[src/rtl/mem_bus_arbiter_pkg.sv]
// Shared types for the icache/dcache memory bus arbiter: bus commands, tag owners
// and owner-table entries.
package mem_bus_arbiter_pkg;

   localparam int unsigned ADDR_W = 64;
   localparam int unsigned DATA_W = 64;

   typedef enum logic [1:0] {
      BUS_NONE  = 2'h0,
      BUS_LOAD  = 2'h1,
      BUS_STORE = 2'h2
   } BUS_COMMAND;

   typedef enum logic {
      OWN_ICACHE = 1'b0,
      OWN_DCACHE = 1'b1
   } MEM_OWNER;

   typedef struct packed {
      logic     valid;
      MEM_OWNER owner;
   } MEM_TAG_ENTRY;

   localparam MEM_TAG_ENTRY ENTRY_EMPTY = '{valid: 1'b0, owner: OWN_ICACHE};

endpackage

[src/rtl/mem_bus_arbiter_if.sv]
// Cache-side, memory-side and status signals of the arbiter, grouped as one bundle.
interface mem_bus_arbiter_if #(
   parameter int unsigned TAG_W = 4
);
   import mem_bus_arbiter_pkg::*;

   BUS_COMMAND          icache2mem_command;
   logic [ADDR_W-1:0]   icache2mem_addr;
   BUS_COMMAND          dcache2mem_command;
   logic [ADDR_W-1:0]   dcache2mem_addr;
   logic [DATA_W-1:0]   dcache2mem_data;
   logic [TAG_W-1:0]    mem2proc_response;
   logic [DATA_W-1:0]   mem2proc_data;
   logic [TAG_W-1:0]    mem2proc_tag;

   BUS_COMMAND          proc2mem_command;
   logic [ADDR_W-1:0]   proc2mem_addr;
   logic [DATA_W-1:0]   proc2mem_data;
   logic [TAG_W-1:0]    mem2icache_response;
   logic [DATA_W-1:0]   mem2icache_data;
   logic [TAG_W-1:0]    mem2icache_tag;
   logic [TAG_W-1:0]    mem2dcache_response;
   logic [DATA_W-1:0]   mem2dcache_data;
   logic [TAG_W-1:0]    mem2dcache_tag;
   logic [TAG_W-1:0]    icache_inflight;
   logic [TAG_W-1:0]    dcache_inflight;
   logic                tag_err;

   modport slave (
      input  icache2mem_command, icache2mem_addr,
      input  dcache2mem_command, dcache2mem_addr, dcache2mem_data,
      input  mem2proc_response, mem2proc_data, mem2proc_tag,
      output proc2mem_command, proc2mem_addr, proc2mem_data,
      output mem2icache_response, mem2icache_data, mem2icache_tag,
      output mem2dcache_response, mem2dcache_data, mem2dcache_tag,
      output icache_inflight, dcache_inflight, tag_err
   );

   modport master (
      output icache2mem_command, icache2mem_addr,
      output dcache2mem_command, dcache2mem_addr, dcache2mem_data,
      output mem2proc_response, mem2proc_data, mem2proc_tag,
      input  proc2mem_command, proc2mem_addr, proc2mem_data,
      input  mem2icache_response, mem2icache_data, mem2icache_tag,
      input  mem2dcache_response, mem2dcache_data, mem2dcache_tag,
      input  icache_inflight, dcache_inflight, tag_err
   );

endinterface

[src/rtl/mem_bus_arbiter_tag_table.sv]
// Owner table for in-flight load tags: set on accept, clear on return (set wins),
// with registered per-owner occupancy counts.
module mem_tag_table
   import mem_bus_arbiter_pkg::*;
#(
   parameter int unsigned TAG_W = 4
) (
   input  logic             clock,
   input  logic             reset,
   input  logic             i_set_en,
   input  logic [TAG_W-1:0] i_set_tag,
   input  MEM_OWNER         i_set_owner,
   input  logic             i_clr_en,
   input  logic [TAG_W-1:0] i_clr_tag,
   output logic             o_set_valid_c,
   output MEM_TAG_ENTRY     o_clr_entry_c,
   output logic [TAG_W-1:0] o_icache_cnt,
   output logic [TAG_W-1:0] o_dcache_cnt
);

   localparam int unsigned NUM_TAGS = 2 ** TAG_W;

   MEM_TAG_ENTRY     r_table     [NUM_TAGS];
   MEM_TAG_ENTRY     w_table_nxt [NUM_TAGS];
   logic [TAG_W-1:0] r_icache_cnt;
   logic [TAG_W-1:0] r_dcache_cnt;
   logic [TAG_W-1:0] w_icache_cnt_nxt;
   logic [TAG_W-1:0] w_dcache_cnt_nxt;

   always_comb begin
      o_set_valid_c = r_table[i_set_tag].valid;
      o_clr_entry_c = r_table[i_clr_tag];
   end

   // Tag 0 means "none" and is never written, so it is skipped in the counts.
   always_comb begin
      w_table_nxt      = r_table;
      w_icache_cnt_nxt = '0;
      w_dcache_cnt_nxt = '0;
      if (i_clr_en && (i_clr_tag != '0)) begin
         w_table_nxt[i_clr_tag] = ENTRY_EMPTY;
      end
      if (i_set_en && (i_set_tag != '0)) begin
         w_table_nxt[i_set_tag] = '{valid: 1'b1, owner: i_set_owner};
      end
      for (int unsigned i = 1; i < NUM_TAGS; i++) begin
         if (w_table_nxt[i].valid) begin
            if (w_table_nxt[i].owner == OWN_ICACHE) begin
               w_icache_cnt_nxt = w_icache_cnt_nxt + TAG_W'(1);
            end else begin
               w_dcache_cnt_nxt = w_dcache_cnt_nxt + TAG_W'(1);
            end
         end
      end
   end

   always_ff @(posedge clock or negedge reset) begin
      if (!reset) begin
         for (int unsigned i = 0; i < NUM_TAGS; i++) begin
            r_table[i] <= ENTRY_EMPTY;
         end
         r_icache_cnt <= '0;
         r_dcache_cnt <= '0;
      end else begin
         for (int unsigned i = 0; i < NUM_TAGS; i++) begin
            r_table[i] <= w_table_nxt[i];
         end
         r_icache_cnt <= w_icache_cnt_nxt;
         r_dcache_cnt <= w_dcache_cnt_nxt;
      end
   end

   assign o_icache_cnt = r_icache_cnt;
   assign o_dcache_cnt = r_dcache_cnt;

endmodule

[src/rtl/mem_bus_arbiter.sv]
// Shares the tagged memory bus between icache and dcache: same-cycle grant with
// icache anti-starvation, and steers returning tags back to the requester that owns them.
module mem_bus_arbiter
   import mem_bus_arbiter_pkg::*;
#(
   parameter int unsigned TAG_W        = 4,
   parameter int unsigned STARVE_LIMIT = 4
) (
   input  logic             clock,
   input  logic             reset,
   mem_bus_arbiter_if.slave bus
);

   localparam int unsigned STARVE_W = $clog2(STARVE_LIMIT + 1);

   logic [STARVE_W-1:0] r_starve_cnt;
   logic [STARVE_W-1:0] w_starve_nxt;
   logic                r_tag_err;
   logic                w_ic_req;
   logic                w_dc_req;
   logic                w_grant_ic;
   logic                w_grant_dc;
   BUS_COMMAND          w_cmd;
   logic [ADDR_W-1:0]   w_addr;
   logic [DATA_W-1:0]   w_data;
   logic                w_set_en;
   MEM_OWNER            w_set_owner;
   logic                w_clr_en;
   logic                w_set_valid;
   MEM_TAG_ENTRY        w_clr_entry;
   logic                w_err;
   logic [TAG_W-1:0]    w_icache_cnt;
   logic [TAG_W-1:0]    w_dcache_cnt;

   // Requests are masked during reset so nothing reaches memory or the table.
   always_comb begin
      w_ic_req   = reset && (bus.icache2mem_command != BUS_NONE);
      w_dc_req   = reset && (bus.dcache2mem_command != BUS_NONE);
      w_grant_ic = w_ic_req && (!w_dc_req || (r_starve_cnt == STARVE_W'(STARVE_LIMIT)));
      w_grant_dc = w_dc_req && !w_grant_ic;
   end

   always_comb begin
      w_cmd  = BUS_NONE;
      w_addr = '0;
      w_data = '0;
      if (w_grant_ic) begin
         w_cmd  = bus.icache2mem_command;
         w_addr = bus.icache2mem_addr;
      end else if (w_grant_dc) begin
         w_cmd  = bus.dcache2mem_command;
         w_addr = bus.dcache2mem_addr;
         w_data = bus.dcache2mem_data;
      end
   end

   always_comb begin
      w_set_en    = (bus.mem2proc_response != '0) && (w_cmd == BUS_LOAD);
      w_set_owner = w_grant_ic ? OWN_ICACHE : OWN_DCACHE;
      w_clr_en    = reset && (bus.mem2proc_tag != '0);
      // A same-cycle return frees the tag first, so re-accepting it is legal.
      w_err       = (w_clr_en && !w_clr_entry.valid) ||
                    (w_set_en && w_set_valid &&
                     !(w_clr_en && (bus.mem2proc_tag == bus.mem2proc_response)));
   end

   always_comb begin
      if (w_grant_dc && w_ic_req) begin
         w_starve_nxt = (r_starve_cnt == STARVE_W'(STARVE_LIMIT)) ? r_starve_cnt
                                                                  : r_starve_cnt + STARVE_W'(1);
      end else begin
         w_starve_nxt = '0;
      end
   end

   always_ff @(posedge clock or negedge reset) begin
      if (!reset) begin
         r_starve_cnt <= '0;
         r_tag_err    <= 1'b0;
      end else begin
         r_starve_cnt <= w_starve_nxt;
         r_tag_err    <= r_tag_err | w_err;
      end
   end

   mem_tag_table #(
      .TAG_W (TAG_W)
   ) u_tag_table (
      .clock         (clock),
      .reset         (reset),
      .i_set_en      (w_set_en),
      .i_set_tag     (bus.mem2proc_response),
      .i_set_owner   (w_set_owner),
      .i_clr_en      (w_clr_en),
      .i_clr_tag     (bus.mem2proc_tag),
      .o_set_valid_c (w_set_valid),
      .o_clr_entry_c (w_clr_entry),
      .o_icache_cnt  (w_icache_cnt),
      .o_dcache_cnt  (w_dcache_cnt)
   );

   always_comb begin
      bus.proc2mem_command    = w_cmd;
      bus.proc2mem_addr       = w_addr;
      bus.proc2mem_data       = w_data;
      bus.mem2icache_response = w_grant_ic ? bus.mem2proc_response : '0;
      bus.mem2dcache_response = w_grant_dc ? bus.mem2proc_response : '0;
      bus.mem2icache_data     = bus.mem2proc_data;
      bus.mem2dcache_data     = bus.mem2proc_data;
      bus.mem2icache_tag      = '0;
      bus.mem2dcache_tag      = '0;
      if (w_clr_en && w_clr_entry.valid) begin
         if (w_clr_entry.owner == OWN_ICACHE) begin
            bus.mem2icache_tag = bus.mem2proc_tag;
         end else begin
            bus.mem2dcache_tag = bus.mem2proc_tag;
         end
      end
      bus.icache_inflight = w_icache_cnt;
      bus.dcache_inflight = w_dcache_cnt;
      bus.tag_err         = r_tag_err;
   end

endmodule
[src/flat_wrapper.sv]
// flat-port wrapper written by rule: the top's interface ports become plain ports
module mem_bus_arbiter_flat import mem_bus_arbiter_pkg::*;
#(
   parameter int unsigned TAG_W        = 4,
   parameter int unsigned STARVE_LIMIT = 4
)
  (clock, reset, bus_icache2mem_command, bus_icache2mem_addr, bus_dcache2mem_command, bus_dcache2mem_addr, bus_dcache2mem_data, bus_mem2proc_response, bus_mem2proc_data, bus_mem2proc_tag, bus_proc2mem_command, bus_proc2mem_addr, bus_proc2mem_data, bus_mem2icache_response, bus_mem2icache_data, bus_mem2icache_tag, bus_mem2dcache_response, bus_mem2dcache_data, bus_mem2dcache_tag, bus_icache_inflight, bus_dcache_inflight, bus_tag_err);
  mem_bus_arbiter_if #(.TAG_W(TAG_W)) bus_i ();
  input  logic clock;
  input  logic reset;
  input wire logic [$bits(bus_i.icache2mem_command)-1:0] bus_icache2mem_command;
  input wire logic [$bits(bus_i.icache2mem_addr)-1:0] bus_icache2mem_addr;
  input wire logic [$bits(bus_i.dcache2mem_command)-1:0] bus_dcache2mem_command;
  input wire logic [$bits(bus_i.dcache2mem_addr)-1:0] bus_dcache2mem_addr;
  input wire logic [$bits(bus_i.dcache2mem_data)-1:0] bus_dcache2mem_data;
  input wire logic [$bits(bus_i.mem2proc_response)-1:0] bus_mem2proc_response;
  input wire logic [$bits(bus_i.mem2proc_data)-1:0] bus_mem2proc_data;
  input wire logic [$bits(bus_i.mem2proc_tag)-1:0] bus_mem2proc_tag;
  output wire logic [$bits(bus_i.proc2mem_command)-1:0] bus_proc2mem_command;
  output wire logic [$bits(bus_i.proc2mem_addr)-1:0] bus_proc2mem_addr;
  output wire logic [$bits(bus_i.proc2mem_data)-1:0] bus_proc2mem_data;
  output wire logic [$bits(bus_i.mem2icache_response)-1:0] bus_mem2icache_response;
  output wire logic [$bits(bus_i.mem2icache_data)-1:0] bus_mem2icache_data;
  output wire logic [$bits(bus_i.mem2icache_tag)-1:0] bus_mem2icache_tag;
  output wire logic [$bits(bus_i.mem2dcache_response)-1:0] bus_mem2dcache_response;
  output wire logic [$bits(bus_i.mem2dcache_data)-1:0] bus_mem2dcache_data;
  output wire logic [$bits(bus_i.mem2dcache_tag)-1:0] bus_mem2dcache_tag;
  output wire logic [$bits(bus_i.icache_inflight)-1:0] bus_icache_inflight;
  output wire logic [$bits(bus_i.dcache_inflight)-1:0] bus_dcache_inflight;
  output wire logic [$bits(bus_i.tag_err)-1:0] bus_tag_err;
  assign bus_i.icache2mem_command = bus_icache2mem_command;
  assign bus_i.icache2mem_addr = bus_icache2mem_addr;
  assign bus_i.dcache2mem_command = bus_dcache2mem_command;
  assign bus_i.dcache2mem_addr = bus_dcache2mem_addr;
  assign bus_i.dcache2mem_data = bus_dcache2mem_data;
  assign bus_i.mem2proc_response = bus_mem2proc_response;
  assign bus_i.mem2proc_data = bus_mem2proc_data;
  assign bus_i.mem2proc_tag = bus_mem2proc_tag;
  assign bus_proc2mem_command = bus_i.proc2mem_command;
  assign bus_proc2mem_addr = bus_i.proc2mem_addr;
  assign bus_proc2mem_data = bus_i.proc2mem_data;
  assign bus_mem2icache_response = bus_i.mem2icache_response;
  assign bus_mem2icache_data = bus_i.mem2icache_data;
  assign bus_mem2icache_tag = bus_i.mem2icache_tag;
  assign bus_mem2dcache_response = bus_i.mem2dcache_response;
  assign bus_mem2dcache_data = bus_i.mem2dcache_data;
  assign bus_mem2dcache_tag = bus_i.mem2dcache_tag;
  assign bus_icache_inflight = bus_i.icache_inflight;
  assign bus_dcache_inflight = bus_i.dcache_inflight;
  assign bus_tag_err = bus_i.tag_err;
  mem_bus_arbiter #(.TAG_W(TAG_W), .STARVE_LIMIT(STARVE_LIMIT)) u_core (.clock(clock), .reset(reset), .bus(bus_i));
endmodule
[config.mk]
export PLATFORM = sky130hd
export DESIGN_NAME = mem_bus_arbiter_flat
export DESIGN_NICKNAME = d
export VERILOG_FILES = /design/src/rtl/mem_bus_arbiter_pkg.sv /design/src/rtl/mem_bus_arbiter_if.sv /design/src/rtl/mem_bus_arbiter_tag_table.sv /design/src/rtl/mem_bus_arbiter.sv /design/src/flat_wrapper.sv
export SDC_FILE = /design/constraint.sdc
export NUM_CORES = 1
export LEC_CHECK = 0
export CAP_MARGIN = 20
export CORE_AREA = 2 2 213 215
export CTS_CLUSTER_SIZE = 8
export DETAILED_ROUTE_END_ITERATION = 10
export DIE_AREA = 0 0 215 217
export PLACE_DENSITY_LB_ADDON = 0.3
export REMOVE_ABC_BUFFERS = 1
export SYNTH_ARGS = -nofsm -noshare
export SYNTH_HDL_FRONTEND = slang
export SYNTH_HIERARCHICAL = 1
export SYNTH_SLANG_ARGS = --single-unit
[constraint.sdc]
create_clock -name clock -period 8.37 [get_ports clock]
set_input_delay 0.837 -clock clock [delete_from_list [all_inputs] [get_ports clock]]
set_output_delay 0.837 -clock clock [all_outputs]
set_load 0.005 [all_outputs]
==> impl_results.md, run 1 <==
- Run status: finished, violations left
- Failing checks: setup timing
- Synthesized netlist cell count: 1002
- Initial DRC count: 721
- Crit path largest cell delay: 480 ps
- Post-synthesis sequential area ratio: 13.7%
- CTS max path bufs: 2
- Pwr dens: 195 nW/um2
- GR Overflow Total: 0
- Final Cycle Share: 103%
- Clock latency on the worst-skew pair: 310 ps
- Router iterations before antenna repair: 5
- Max Fclk: 117 MHz
- Final setup fails: 6
- Worst-margin pin slew: 847 ps
- Worst Hold Path Cells: 0
- Post-synthesis async set-or-reset flop share: 100%
- Die H: 217 um
- Crit-path max FO: 3
- CTS Buf Count: 5
- Residual DRC: 0
- YS warnings: 6
- Hold_ws: 414 ps
- Root Buffer: clkbuf_16
- Slew headroom: 43.2%
- Critical path's slowest cell: nor4_4
- Slew Viols, Final: 0
- Number of synthesized flops with an enable pin: 0
- CTS sink cnt: 44
- Yosys cell types: 93
- HPWL after DPL: 70100 um
- TritonCTS clock tree: built
- H-tree levels: 2
- Peak VDD IR: 0.000124 V
- Final worst slack: -212 ps
- PortBufs: 360
- Core area: 44700 um2
- Syn avg cell area: 8.00 um2
- Worst Reg2Reg Path Length in Cells: 49
- Ys flop type: dfrtp_1
- Clock Pin Slew Worst Setup and Hold Paths: 70 ps
- Gp weighted congestion: 1.08
- Initial Util: 17.9%
- Final hold vios: 0
- Drt wl/cell: 39.2 um
- Largest net degree at the start of global routing: 126
- Worst setup SP type: primary input
- Unrepaired setup endpoints after global routing: yes
- I/O Pins: 553
- Rows: 78
- Share of layout cells above drive strength 1: 28.3%
- Clk_skew: 9.87 ps
- Initial antenna violation count: 0
- CP Class: in -> reg
- Worst Path Arrival: 8770 ps
- Die width: 215 um
- Leak Pwr: 5.70 nW
- Final min period: 8580 ps
- Most frequent CP cell: buf_4
- First-pass GRT wire length: 99400 um
- FF+latch count, synth: 44
- Endpoint class of the critical path: flop
- All-Layer GR Usage: 32.9%
- Vias: 9598
- Setup TNS: -893 ps
- Final wirelength: 79600 um
- Worst min-delay path class: reg -> reg
- Fill count: 4745
- Vias in the first global route: 9843
- WP data required: 8560 ps
- Post-route ant nets: 0
- Die Area: 46700 um2
- Max Cap Violations: 0
- Nets@finish: 1725
- Mapped cell area: 8010 um2
- Area growth, synth to finish: 73.0%
- Drt via density: 4.73
- Most frequent cells in the layout: clkdlybuf4s50_1 (347), buf_4 (230), and2_1 (87)
- Most common cell after layout, fill and taps aside: clkdlybuf4s50_1
==> final cells by class <==
cell class	count	area, um2	share of cell area, %
diodes	1	2.50	0.0180
clock buffers	5	125	0.902
clock inverters	3	46.3	0.334
inverters	25	93.8	0.677
multi-input cells	751	6300	45.4
flip-flops and latches	44	1100	7.94
well taps	600	751	5.41
repair buffers	601	5450	39.3
==> state kept, by name (all words and copies together), names as in the netlist <==
signal	flops
u_core/bus.tag_err	1
u_core/u_tag_table/o_icache_cnt	4
u_core/u_tag_table/o_dcache_cnt	4
u_core/u_tag_table/r_table	32
u_core/r_starve_cnt	3
==> through the flow <==
step / total power, W / instances / utilization (%) / cell area (um2) / worst slack [ps]
after global routing: 0.00287 / 2029 / 31.0 / 13900 / -581
after CTS: 0.00251 / 2013 / 30.2 / 13500 / -162
after floorplan: 0.00114 / 820 / - / 6780 / -2000
after detailed placement: 0.00188 / 1940 / 27.6 / 12300 / -1730
after global placement: 0.00185 / 1940 / 27.6 / 12300 / -1520
final: 0.00270 / 2030 / 31.0 / 13900 / -212
==> final timing paths <==
| check | to | startpoint | slack (ps) |
|---|---|---|---|
| setup / recovery | u_core/u_tag_table/o_icache_cnt[1]$_DFF_PN0_ | bus_mem2proc_response[0] | -210 |
| hold / removal | u_core/u_tag_table/r_table[30]$_DFF_PN0_ | u_core/u_tag_table/r_table[30]$_DFF_PN0_ | 410 |
| setup reg to reg | u_core/u_tag_table/o_icache_cnt[1]$_DFF_PN0_ | u_core/r_starve_cnt[0]$_DFFE_PN0P_ | -160 |
| hold reg to reg | u_core/u_tag_table/r_table[30]$_DFF_PN0_ | u_core/u_tag_table/r_table[30]$_DFF_PN0_ | 410 |
| max in group asynchronous | u_core/u_tag_table/r_table[12]$_DFF_PN0_ | reset | 7200 |
| min in group asynchronous | u_core/u_tag_table/r_table[9]$_DFF_PN0_ | reset | 800 |
==> metal layers <==
metal	wire, um	vias up	global-route usage (%)
li1	-	4300	-
met1	16000	4526	18.3
met2	40000	589	60.1
met3	13700	179	25.7
met4	9730	4	33.0
met5	106	-	2.08
==> cell usage after synthesis, drive strengths merged, types with 9 or more instances <==
cell type	count	area share [%]
buf	156	14
nand2	96	4.5
and2	88	6.9
a22o	66	7.2
o21ai	64	4.1
xnor2	59	7.2
nor2	57	2.7
dfrtp	44	14
xor2	28	3.2
ha	27	4.2
clkbuf	26	1.2
nand3	26	1.6
inv	23	1.1
a21oi	19	1.2
mux4	15	4.2
nor3	13	0.87
o31ai	12	1.2
and3	9	0.70
nand3b	9	1.0
xnor3	9	2.6
==> cell families (layout without fill, tap and decap cells) <==
group | count (synthesis) | count (layout) | share of synthesized area (%)
compound gates | 253 | 253 | 23.5
flops | 44 | 44 | 13.7
fa+ha+maj | 27 | 27 | 4.22
other cells | 0 | 1 | 0
mux | 24 | 24 | 5.43
xor+xnor | 98 | 98 | 13.5
simple gates | 349 | 349 | 23.0
buf+inv | 207 | 634 | 16.5
==> worst max-delay path: cells and delay by family <==
| kind | cells | cell delay [ps] |
|---|---|---|
| and+or+nand+nor | 8 | 1590 |
| xor gates and xnor gates | 2 | 310 |
| adders and majority gates | 5 | 1270 |
| muxes | 4 | 890 |
| AOI/OAI and AO/OA | 7 | 1320 |
| buffers and inverters | 20 | 2570 |
==> repair_timing <==
item,CTS,global route
pin swaps,74,47
hold buffers,0,0
buffers inserted,66,16
endpoints found under the setup margin,6,6
gates resized for setup,121,50
==> where the power goes <==
part           switching (W)  internal (W)  total, W
Sequential         0.0000291      0.000251  0.000280
Clock               0.000102      0.000142  0.000245
Combinational       0.000996       0.00118   0.00218
Note: power is estimated with default switching activity, not from simulation.
==> inputs of run 2 (changes only) <==
==> constraint.sdc (replaced) <==
create_clock -name clock -period 7.7 [get_ports clock]
set_input_delay 0.77 -clock clock [delete_from_list [all_inputs] [get_ports clock]]
set_output_delay 0.77 -clock clock [all_outputs]
set_load 0.005 [all_outputs]
==> impl_results.md, run 2 (synthesis results as in run 1) <==
- Core area: 44700 um2 (unchanged)
- Worst Hold Path Cells: 0 (unchanged)
- Worst-margin pin slew: 926 ps (+78.8 ps)
- Most frequent CP cell: ha_4
- CTS Buf Count: 5 (unchanged)
- Gp weighted congestion: 1.03 (-4.4%)
- Area growth, synth to finish: 72.9% (about the same)
- Critical path's slowest cell: ha_1
- Largest net degree at the start of global routing: 93 (-26%)
- Die Area: 46700 um2 (unchanged)
- CP delay by family, top: adder cells
- Worst flop-to-flop path endpoint: u_core/u_tag_table/o_icache_cnt[1]$_DFF_PN0_
- Slew headroom: 38.3% (-4.9 points)
- Final worst slack: -858 ps (-646 ps)
- Final min period: 8560 ps
- Unrepaired setup endpoints after global routing: yes
- Min-delay src: u_core/u_tag_table/r_table[30]$_DFF_PN0_
- Router iterations before antenna repair: 5 (unchanged)
- PortBufs: 360 (unchanged)
- Max Fclk: 117 MHz
- Final Cycle Share: 111%
- Vias in the first global route: 9958 (+1.2%)
- Number of flip-flops in the largest register: 32 (unchanged)
- Dpl cells: 1972 (+1.6%)
- Worst setup SP type: flop
- CTS sink cnt: 44 (unchanged)
- Failing checks: setup timing
- Run status: finished, violations left
- Largest Register: u_core/u_tag_table/r_table
- Buf+Inv Stages, Crit Path: 4 (-80%)
- Pwr dens: 199 nW/um2 (+2.2%)
- Multi-input logic area: 6200 um2 (-1.6%)
- Most frequent cells in the layout: clkdlybuf4s50_1 (347), buf_4 (246), nand2_1 (88)
- First-pass GRT wire length: 101000 um (+1.4%)
- Endpoint class of the critical path: flop
- WP data required: 7890 ps (-670 ps)
- H-tree levels: 2 (unchanged)
- Nets@finish: 1742 (+0.99%)
- Post-DP Area: 12600 um2 (+1.9%)
- Die width: 215 um (unchanged)
- Leak Pwr: 5.74 nW (+0.65%)
- Final hold vios: 0 (unchanged)
- Crit-path max FO: 4 (+1)
- # hold bufs at CTS: 0 (unchanged)
- Residual DRC: 0 (unchanged)
- CP Class: reg -> reg
- CTS max path bufs: 2 (unchanged)
- Final wirelength: 80100 um (+0.69%)
- Die H: 217 um (unchanged)
- I/O Pins: 553 (unchanged)
- Final Instance Area: 13900 um2 (about the same)
- Final setup fails: 6 (unchanged)
- Finished Layout Cells: 2048 (+0.89%)
- DP Worst Slack: -2250 ps (-516 ps)
- Clock Pin Slew Worst Setup and Hold Paths: 70 ps (about the same)
- Clock latency on the worst-skew pair: 310 ps (about the same)
- Crit path largest cell delay: 420 ps (-60 ps)
- Register Area: 1100 um2 (unchanged)
- Fill count: 4815 (+1.5%)
- Slew Viols, Final: 0 (unchanged)
- Register-to-register setup slack: -860 ps (-700 ps)
- Worst Path Arrival: 8750 ps (-20 ps)
- Clk_skew: 6.23 ps (-3.64 ps)
- Initial Util: 17.9% (unchanged)
- Drt via density: 4.70 (-0.61%)
- Root Buffer: clkbuf_16
- All-Layer GR Usage: 33.4% (+0.52 points)
- Initial antenna violation count: 5 (+5)
- GR Overflow Total: 0 (unchanged)
- Reg2reg start: u_core/r_starve_cnt[1]$_DFFE_PN0P_
- Vias: 9624 (+0.27%)
- Initial DRC count: 652 (-9.6%)
- Hold_ws: 395 ps (-18.8 ps)
- Worst Reg2Reg Path Length in Cells: 43 (-12%)
- Max Cap Violations: 0 (unchanged)
- Share of layout cells above drive strength 1: 27.9% (-0.38 points)
- Worst min-delay path class: reg -> reg
- Drt wl/cell: 39.1 um (-0.19%)
- Hold Path Sink: u_core/u_tag_table/r_table[30]$_DFF_PN0_
- TritonCTS clock tree: built
- Peak VDD IR: 0.000153 V (+24%)
- Post-route ant nets: 0 (unchanged)
- Most common cell after layout, fill and taps aside: clkdlybuf4s50_1
- HPWL after DPL: 70700 um (+0.91%)
- Final Util: 31.0% (about the same)
- Rows: 78 (unchanged)
==> run 2: cell types whose count changed in the layout (fill, tap and decap cells not counted), sizes merged <==
cell and delta:
clkdlybuf4s15 -1, bufinv -1, clkinv +1, buf +19
clkbuf -3, diode +2, dlygate4sd2 +2, inv -1
==> run 2: repair_timing <==
action                                  CTS  global route
hold endpoints to repair                  0             0
endpoints found under the setup margin    6             6
buffers inserted                         50            17
gates resized for setup                 128            25
pin swaps                                75            27
==> run 2: layer usage <==
metal | track usage, % | vias up | routed length [um]
met2 | 59.1 | 587 | 39000
met5 | 0.938 | - | 57
met3 | 26.1 | 185 | 13900
li1 | - | 4338 | -
met4 | 36.1 | 2 | 10700
met1 | 19.3 | 4512 | 16500
==> run 2: area by class of cell <==
class                           instances  area share, %
Tap cell                              600           5.42
Inverter                               25          0.677
Sequential cell                        44           7.95
Clock buffer                            5          0.903
Antenna cell                            3         0.0542
Timing Repair Buffer                  618           40.2
Clock inverter                          2         0.0903
Multi-Input combinational cell        751           44.7
==> run 2: power by group <==
group	switching [W]	total, W	internal, W
logic	0.00102	0.00224	0.00121
clock network	0.000105	0.000224	0.000118
registers	0.0000293	0.000302	0.000273
total	0.00116	0.00276	0.00160
==> run 2: worst max path at each step <==
| stage | to | depth (start not counted) | slack, ps | start |
|---|---|---|---|---|
| after detailed placement | u_core/u_tag_table/o_icache_cnt[1]$_DFF_PN0_ | 42 | -2250 | bus_icache2mem_command[0] |
| after global placement | u_core/u_tag_table/o_icache_cnt[1]$_DFF_PN0_ | 42 | -2090 | bus_icache2mem_command[0] |
| after CTS | u_core/u_tag_table/o_icache_cnt[1]$_DFF_PN0_ | 43 | -690 | bus_icache2mem_command[0] |
| final | u_core/u_tag_table/o_icache_cnt[1]$_DFF_PN0_ | 43 | -860 | u_core/r_starve_cnt[1]$_DFFE_PN0P_ |
| after floorplan | u_core/u_tag_table/o_icache_cnt[1]$_DFF_PN0_ | 39 | -2600 | bus_dcache2mem_command[1] |
| after global routing | u_core/u_tag_table/o_icache_cnt[1]$_DFF_PN0_ | 44 | -1240 | u_core/r_starve_cnt[0]$_DFFE_PN0P_ |
==> run 2: through the flow <==
step                      setup TNS (ps)  total power (W)
after global placement            -11700          0.00207
final                              -4600          0.00276
after CTS                          -3640          0.00265
after detailed placement          -12880          0.00209
after floorplan                   -14440          0.00124
after global routing               -6830          0.00295
==> inputs of run 3 (changes only) <==
--- a/config.mk
+++ b/config.mk
@@ -12,6 +12,7 @@
 export DIE_AREA = 0 0 215 217
 export PLACE_DENSITY_LB_ADDON = 0.3
 export REMOVE_ABC_BUFFERS = 1
+export SETUP_SLACK_MARGIN = 0.2
 export SYNTH_ARGS = -nofsm -noshare
 export SYNTH_HDL_FRONTEND = slang
 export SYNTH_HIERARCHICAL = 1
==> impl_results.md, run 3 (synthesis results as in run 1) <==
- Run status: finished, violations left
- Failing checks: setup timing
- Clock latency on the worst-skew pair: 310 ps (about the same)
- # hold bufs at CTS: 0 (unchanged)
- All-Layer GR Usage: 33.4% (about the same)
- Post-route ant nets: 0 (unchanged)
- Vias in the first global route: 9939 (-0.19%)
- Final min period: 8610 ps (+54.7 ps)
- Min-delay src: u_core/u_tag_table/r_table[30]$_DFF_PN0_
- Most common cell after layout, fill and taps aside: clkdlybuf4s50_1
- Worst-margin pin slew: 907 ps (-18.3 ps)
- Router iterations before antenna repair: 5 (unchanged)
- Hold Path Sink: u_core/u_tag_table/r_table[30]$_DFF_PN0_
- Drt wl/cell: 39.1 um (about the same)
- Largest net degree at the start of global routing: 93 (unchanged)
- CTS sink cnt: 44 (unchanged)
- CP Class: in -> reg
- Final worst slack: -912 ps (-54.7 ps)
- Max Fclk: 116 MHz (-0.63%)
- CTS Buf Count: 5 (unchanged)
- Worst Hold Path Cells: 0 (unchanged)
- Worst Reg2Reg Path Length in Cells: 42 (-2.3%)
- Slew Viols, Final: 0 (unchanged)
- Root Buffer: clkbuf_16
- Die width: 215 um (unchanged)
- Largest Register: u_core/u_tag_table/r_table
- Most frequent cells in the layout: clkdlybuf4s50_1 (347), buf_4 (246), nand2_1 (90)
- Worst flop-to-flop path endpoint: u_core/u_tag_table/o_icache_cnt[1]$_DFF_PN0_
- Peak VDD IR: 0.000154 V (+0.10%)
- Most frequent CP cell: ha_4
- Share of layout cells above drive strength 1: 27.6% (-0.33 points)
- Crit-path max FO: 4 (unchanged)
- Vias: 9570 (-0.56%)
- H-tree levels: 2 (unchanged)
- Reg2reg start: u_core/r_starve_cnt[0]$_DFFE_PN0P_
- Post-DP Area: 12600 um2 (unchanged)
- Gp weighted congestion: 1.03 (unchanged)
- Initial DRC count: 732 (+12%)
- Final hold vios: 0 (unchanged)
- Area growth, synth to finish: 72.6%
- Rows: 78 (unchanged)
- Max Cap Violations: 0 (unchanged)
- Slew headroom: 39.5% (+1.2 points)
- Drt via density: 4.68 (-0.51%)
- Final setup fails: 6 (unchanged)
- Crit path largest cell delay: 450 ps (+30 ps)
- Leak Pwr: 5.73 nW (-0.13%)
- Pwr dens: 200 nW/um2 (+0.27%)
- First-pass GRT wire length: 101000 um (-0.12%)
- Register-to-register setup slack: -850 ps (about the same)
- Die Area: 46700 um2 (unchanged)
- WP data required: 7890 ps (about the same)
- Worst Path Arrival: 8810 ps (+60 ps)
- Pwr Total: 0.00276 W (about the same)
- Nets@finish: 1741 (-0.057%)
- Core area: 44700 um2 (unchanged)
- GR Overflow Total: 0 (unchanged)
- Final Instance Area: 13800 um2 (-0.18%)
- Unrepaired setup endpoints after global routing: yes
- Critical path's slowest cell: or3b_4
- Initial antenna violation count: 9 (+4)
- Final wirelength: 80100 um (about the same)
- CTS max path bufs: 2 (unchanged)
- Initial Util: 17.9% (unchanged)
- Endpoint class of the critical path: flop
- Worst setup SP type: primary input
- Residual DRC: 0 (unchanged)
- HPWL after DPL: 70700 um (unchanged)
- Worst min-delay path class: reg -> reg
- PortBufs: 360 (unchanged)
- Die H: 217 um (unchanged)
- TritonCTS clock tree: built
- Clock Pin Slew Worst Setup and Hold Paths: 70 ps (about the same)
- Number of flip-flops in the largest register: 32 (unchanged)
- Clk_skew: 4.15 ps (-2.08 ps)
- I/O Pins: 553 (unchanged)
- Final Cycle Share: 112% (+0.71 points)
run 3: cell types whose count changed in the layout (fill, tap and decap cells not counted), moves of 2 or more:
cell           change
buf_2              -2
nand2_2            -2
nand2_1            +2
dlygate4sd2_1      +3
run 3: worst max-delay path by stage:
| stage | start | slack [ps] | endpoint | cells past startpoint |
|---|---|---|---|---|
| after CTS | bus_icache2mem_command[0] | -670 | u_core/u_tag_table/o_icache_cnt[1]$_DFF_PN0_ | 43 |
| final | bus_icache2mem_command[1] | -910 | u_core/u_tag_table/o_icache_cnt[1]$_DFF_PN0_ | 42 |
| after detailed placement | bus_icache2mem_command[0] | -2250 | u_core/u_tag_table/o_icache_cnt[1]$_DFF_PN0_ | 42 |
| after global routing | bus_icache2mem_command[1] | -1270 | u_core/u_tag_table/o_icache_cnt[1]$_DFF_PN0_ | 44 |
| after global placement | bus_icache2mem_command[0] | -2090 | u_core/u_tag_table/o_icache_cnt[1]$_DFF_PN0_ | 42 |
| after floorplan | bus_dcache2mem_command[1] | -2600 | u_core/u_tag_table/o_icache_cnt[1]$_DFF_PN0_ | 39 |
run 3: through the flow:
stage / TNS [ps] / hold WS (ps) / cells / utilization [%] / setup slack (ps)
global route: -7000 / 419 / 2047 / 30.9 / -1270
finish: -4950 / 395 / 2047 / 30.9 / -912
floorplan: -14440 / 349 / 820 / - / -2600
CTS: -3580 / 396 / 2030 / 30.4 / -671
global placement: -11700 / 379 / 1972 / 28.2 / -2090
detailed placement: -12880 / 380 / 1972 / 28.2 / -2250
run 3: routing by layer:
metal  wire length (um)  track usage (%)
met5                 57             1.25
met4              11000             37.4
met3              13800             26.1
met2              38700             58.4
met1              16500             19.2
run 3: critical path, delay by kind of cell:
family | cells | cell delay (ps)
mux | 3 | 620
fa+ha+maj | 7 | 2000
simple gates | 12 | 2590
xor+xnor | 2 | 270
compound gates | 12 | 1850
buf+inv | 6 | 690
run 3: final cells by class:
cell class,count,area (um2)
Fill cell,4820,30900
Multi-Input combinational cell,751,6180
Sequential cell,44,1100
Timing Repair Buffer,617,5560
Inverter,25,93.8
Clock inverter,2,12.5
Antenna cell,3,7.51
Clock buffer,5,125
Tap cell,600,751
run 3: where the power goes:
group	internal [W]	switching [W]	leakage, nW	total [W]
logic	0.00121	0.00103	5.08	0.00224
registers	0.000273	0.0000294	0.583	0.000303
clock network	0.000118	0.000106	0.0657	0.000224
run 3: what timing repair did:
action | 4_1_cts | 5_1_grt
pin swaps | 75 | 25
setup buffers | 51 | 14
endpoints found under the setup margin | 6 | 6
gates resized for setup | 119 | 23
